**src/rtl/branch_resolve_unit.sv**
```systemverilog
// branch_resolve_unit: resolves B-type branches, drives the fetch redirect handshake and younger-stage flush.
module branch_resolve_unit #(
  parameter int FLUSH_CYCLES = 2,
  parameter int CNT_W = 16
) (
  input  logic             clk,
  input  logic             rst,
  input  logic             in_valid,
  output logic             in_ready,
  input  logic [31:0]      pc,
  input  logic [31:0]      immediate,
  input  logic [2:0]       cmp_op,
  input  logic [31:0]      alu_result,
  output logic             branch_done,
  output logic             branch_taken,
  output logic             misalign_exc,
  output logic             redirect_valid,
  input  logic             redirect_ready,
  output logic [31:0]      redirect_pc,
  output logic             flush,
  output logic [CNT_W-1:0] taken_cnt
);
  localparam logic [1:0] IDLE = 2'd0, REDIRECT = 2'd1, FLUSH = 2'd2;
  localparam logic [2:0] CMP_EQ = 3'd1, CMP_NE = 3'd2, CMP_LT = 3'd3, CMP_GE = 3'd4, CMP_LTU = 3'd5, CMP_GEU = 3'd6;
  logic [1:0] state;
  logic [3:0] cnt;
  logic decision, accept;
  logic [31:0] target;
  always_comb begin
    target = pc + immediate;
    decision = (cmp_op == CMP_EQ) ? (alu_result == 32'd0) :
               (cmp_op == CMP_NE) ? (alu_result != 32'd0) :
               (cmp_op == CMP_LT || cmp_op == CMP_LTU) ? alu_result[0] :
               (cmp_op == CMP_GE || cmp_op == CMP_GEU) ? !alu_result[0] : 1'b0;
  end
  assign in_ready = state == IDLE;
  assign accept = in_ready && in_valid;
  assign redirect_valid = state == REDIRECT;
  assign flush = state != IDLE;
  always_ff @(posedge clk) begin
    if (rst) begin
      state <= IDLE;
      cnt <= '0;
      branch_done <= 1'b0;
      branch_taken <= 1'b0;
      misalign_exc <= 1'b0;
      redirect_pc <= '0;
      taken_cnt <= '0;
    end else begin
      branch_done <= accept;
      misalign_exc <= accept && decision && (target[1:0] != 2'b00);
      if (accept) begin
        branch_taken <= decision;
        redirect_pc <= target;
      end
      if (accept && decision && target[1:0] == 2'b00) state <= REDIRECT;
      else if (state == REDIRECT && redirect_ready) begin
        taken_cnt <= &taken_cnt ? taken_cnt : taken_cnt + 1'b1;
        state <= (FLUSH_CYCLES == 0) ? IDLE : FLUSH;
        cnt <= 4'(FLUSH_CYCLES);
      end else if (state == FLUSH) begin
        cnt <= cnt - 4'd1;
        if (cnt == 4'd1) state <= IDLE;
      end
    end
  end
endmodule

```
**config.mk**
```make
export PLATFORM = sky130hd
export DESIGN_NAME = branch_resolve_unit
export DESIGN_NICKNAME = d
export VERILOG_FILES = /design/src/rtl/branch_resolve_unit.sv
export SDC_FILE = /design/constraint.sdc
export NUM_CORES = 1
export LEC_CHECK = 0
export BUFFER_PORTS_ARGS = -buffer_cell sky130_fd_sc_hd__buf_2
export CORE_MARGIN = 10
export CORE_UTILIZATION = 45
export DETAILED_ROUTE_END_ITERATION = 10
export MAX_ROUTING_LAYER = met4
export PLACE_DENSITY_LB_ADDON = 0.2
export SYNTH_ARGS = -nofsm -noshare
export SYNTH_HDL_FRONTEND = slang
export SYNTH_SLANG_ARGS = --single-unit
```
**constraint.sdc**
```tcl
create_clock -name clk -period 2.9 [get_ports clk]
set_clock_uncertainty 0.1 [all_clocks]
set_input_delay 0.58 -clock clk [delete_from_list [all_inputs] [get_ports clk]]
set_output_delay 0.58 -clock clk [all_outputs]
set_load 0.01 [all_outputs]
```
Word level (Yosys, flattened, before mapping)
Cells that the tools add are included.

cells by class
  multiplexer cells = 10
  reductions and logical operators = 24
  add/subtract/negate cells = 3
  bitwise operators = 2
  equal/unequal tests = 9

operators with widths
  cell                   number
  $add 32x32->32         1
  $logic_not 32->1       1
  $reduce_bool 32->1     1
  $add 16x1->16 const B  1
  $reduce_and 16->1      1
  $eq 3x3->1 const B     3
  $mux 4                 2
  $reduce_bool 2->1      4
  $eq 3x2->1 const B     2
  $mux 2                 3
  $reduce_and 2->1       3
  $reduce_bool 3->1      2
  $logic_and 1x1->1      5
  $mux 1                 5
  $eq 4x1->1 const B     1
  $logic_not 2->1        2
  $sub 4x1->4 const B    1
  $eq 3x1->1 const B     1
  $reduce_and 3->1       1
  $eq 2x1->1 const B     1
  $eq 2x2->1 const B     1
  $logic_or 1x1->1       2
  $not 1->1              2
  $reduce_or 2->1        1
  $logic_not 1->1        1

word-level totals
  register bits after elaboration = 57
  output and inout bits = 54

Depth between registers and ports, before layout
  depth in word-level cells = 10
  depth in mapped cells = 10
  mapped depth without buffers = 10

Worst setup path before layout
No wires, ideal clock.

  path kind = input to register
  from = input pc[0]
  to = register redirect_pc[26]
  required time = 2.683 ns
  cell stages on the path = 10
  arrival time = 2.624 ns
  setup slack = 0.060 ns
  setup time = 0.117 ns
  cell sequence = ha_1 -> fa_1 -> a211oi_2 -> o21ai_1 -> a21oi_2 -> o31ai_2 -> a31o_2 -> a21oi_1 -> xnor2_1 -> a22o_1

on the way
  word-level cells in the longest chain between the ends = 1

RTL lines
  item                  RTL line  RTL
  start, declared       10        input logic [31:0] pc,
  $add 32x32->32        30        target = pc + immediate;
  end signal, assigned  54        redirect_pc <= target;
  end, declared         19        output logic [31:0] redirect_pc,

No other way between the ends.
A chain may end at the register's enable or synchronous reset.

Worst setup path in the final report
Same ends and word-level chain as after synthesis.

==> impl_metrics.py <==
metrics = {
    "synthesis": {
        "synth_ff_type": "dfxtp_1",
        "syn_nets": 639,
        "synth_area_sq_um": 3960,
        "synth_edf_count": 0,
        "synth_area_per_cell_sq_um": 7.90,
        "ys_ff_latch": 57,
        "synth_cells": 501,
        "yosysSeqAreaShare": 0.288,
        "yosys_warnings": 0,
        "synthArstFlopShare": 0,
        "synth_cell_types": 60,
    },
    "layout": {
        "final_cell_mix": "buf_2, nand2_1, dfxtp_1, a21oi_1, nor2_1",
        "nFillCells": 850,
        "fin_util": 0.599,
        "antenna_cells": 0,
        "fin_nets": 806,
        "multi_input_area_sq_um": 2710,
        "seqCellArea_sq_um": 1140,
        "final_common_cell": "buf_2",
        "area_growth_pct": 30.8,
        "drive_above_1_share": 0.308,
        "design_area_sq_um": 5180,
    },
    "worst_setup_path": {
        "path_class": "primary input to flop",
        "cp.required_ps": 3030,
        "crit_fanout": 4,
        "end_kind": "flop",
        "r2r-start": "state[0]$_SDFFE_PP0P_",
        "start_kind": "primary input",
        "crit_start": "pc[0]",
        "arrival_ps": 2860,
        "ff2ff_path_depth": 7,
    },
    "min_path": {
        "worstHoldStart": "redirect_pc[20]$_SDFFE_PP0P_",
        "whs_path_depth": 2,
        "hp-class": "flop to flop",
    },
    "clock_network": {
        "post_cts_buffers": 0,
        "cts_tree": "yes",
        "clockBufferDepth": 2,
        "root_buffer": "clkbuf_8",
        "cts.sinks": 57,
        "cts_buffers": 9,
        "cts-htree-levels": 3,
        "clk_latency_ps": 340,
        "cts.clk_slew.worst_paths_ps": 70,
        "cts_resized": 0,
        "hold_buffers": 0,
    },
    "power": {
        "power_leakage_nw": 2.43,
        "peakVddDrop_mv": 0.230,
        "powerDensity_nw_per_um2": 474,
    },
    "detailed_routing": {
        "wl_per_cell_um": 16.1,
        "drc": 0,
        "drt_first_iter_violations": 160,
        "vias_per_cell": 5.50,
        "ant_nets": 0,
        "drt_wl_total_um": 12600,
        "num_vias": 4294,
        "first_pass_iters": 4,
    },
    "timing": {
        "worstMarginPinSlew_ps": 642,
        "finalCriticalPeriod_ps": 2730,
        "fmax_mhz": 367,
        "worst_slack_ps": 174,
        "setup_violations": 0,
        "holdWs_ps": 349,
        "rsz0062_at_grt": "no",
        "fin_crit_sh": 0.940,
        "final_hold_viol_count": 0,
        "slew_viol_final": 0,
        "max_slew_margin": 0.572,
    },
    "die": {
        "die_y_um": 114,
        "io_pins": 157,
        "core-area_sq_um": 8640,
        "start_util": 0.458,
        "placementRows": 34,
        "die_area_sq_um": 12900,
        "die_x_um": 114,
    },
    "global_route": {
        "grt_pass1_wl_um": 20400,
        "grt-ovfl-total": 0,
        "antenna_found_initial": 0,
        "grt_max_degree": 33,
        "grt_pass1_vias": 4333,
        "track_usage": 0.192,
    },
    "placed_design": {
        "pre_cts_slack_ps": -146,
        "routabilityCongestion": 0.901,
        "dp_hpwl_um": 10100,
        "place_area_sq_um": 4950,
        "port_buffers": 156,
    },
    "flow_run": {
        "cap_violations": 0,
    },
    "outcome": {
        "outcome": "finished, final reports clean",
    },
}
==> routing by layer <==
layer	part of all wire	GRT usage	vias to the layer above
met2	0.48	0.318	134
met5	0	-	-
li1	-	-	2165
met1	0.45	0.232	1979
met4	0.013	0.0451	0
met3	0.057	0.0425	16
==> per-stage QoR <==
| step | power (mW) | setup TNS [ps] | std cells |
|---|---|---|---|
| after global routing | 2.59 | 0 | 781 |
| after CTS | 2.46 | 0 | 781 |
| after floorplan | 1.33 | 0 | 501 |
| after detailed placement | 1.60 | -640 | 765 |
| final | 2.45 | 0 | 781 |
| after global placement | 1.59 | -451 | 765 |
==> cell usage after synthesis, drive strengths merged, types with 2 or more instances <==
library cell / instances / share of area
a32oi: 2 / 0.0044
ha: 34 / 0.11
o21a: 4 / 0.0076
o221ai: 2 / 0.0044
a21o: 11 / 0.021
a2111oi: 3 / 0.0082
nor3: 12 / 0.015
nor3b: 2 / 0.0051
o211ai: 2 / 0.0038
xnor2: 21 / 0.046
or2: 2 / 0.0032
a22o: 3 / 0.0066
xor2: 18 / 0.040
and2: 4 / 0.0063
nor4b: 4 / 0.0089
buf: 2 / 0.0022
clkbuf: 18 / 0.017
inv: 9 / 0.0085
a31oi: 3 / 0.0085
a311o: 3 / 0.0076
o21bai: 5 / 0.0095
nor4: 8 / 0.013
o21ai: 24 / 0.030
and4: 5 / 0.011
a21oi: 58 / 0.075
dfxtp: 57 / 0.29
or3: 2 / 0.0032
o2111ai: 2 / 0.0044
o31ai: 6 / 0.014
nand4: 8 / 0.013
nand2b: 3 / 0.0047
a22oi: 2 / 0.0051
nor2b: 2 / 0.0032
nand3: 14 / 0.018
nand2: 75 / 0.071
and3: 7 / 0.011
nor2: 42 / 0.040
a211oi: 10 / 0.021
==> cell type report <==
type	count	share of cell area
Sequential cell	57	0.220
Clock inverter	5	0.0150
Clock buffer	11	0.0292
Timing Repair Buffer	176	0.180
Multi-Input combinational cell	415	0.523
Tap cell	108	0.0261
Inverter	9	0.00653
==> worst max-delay path: stages <==
cell and delay [ps]:
buf_2 100, ha_1 230, fa_1 410, a211oi_2 260, o21ai_1 120, a21oi_2 300
o31ai_2 140, a31o_2 270, a21oi_1 170, xnor2_1 90, a22o_1 180
==> kinds of logic after synthesis <==
family,count (synthesis),share of synthesized area
flip-flops,57,0.288
XOR/XNOR,39,0.0863
multiplexers,2,0.00537
AO/OA/AOI/OAI,146,0.247
adder cells (fa/ha/maj),35,0.113
buffers and inverters,29,0.0278
AND/OR/NAND/NOR,193,0.232
==> sequential cells by signal, indices dropped and copies added (netlist names) <==
name and count:
cnt 4, branch_taken 1, redirect_pc 32, misalign_exc 1
state 2, branch_done 1, taken_cnt 16
==> where the power goes <==
part           switching (mW)  internal (mW)
clock network           0.335          0.528
registers              0.0309          0.838
logic                   0.396          0.324
total                   0.762           1.69
==> worst paths after layout <==
check | end | slack (ps)
min | redirect_pc[20]$_SDFFE_PP0P_ | 350
max reg2reg | taken_cnt[9]$_SDFFE_PP0P_ | 620
max | redirect_pc[26]$_SDFFE_PP0P_ | 170
min reg2reg | redirect_pc[20]$_SDFFE_PP0P_ | 350
Note: power is estimated with default switching activity, not from simulation.
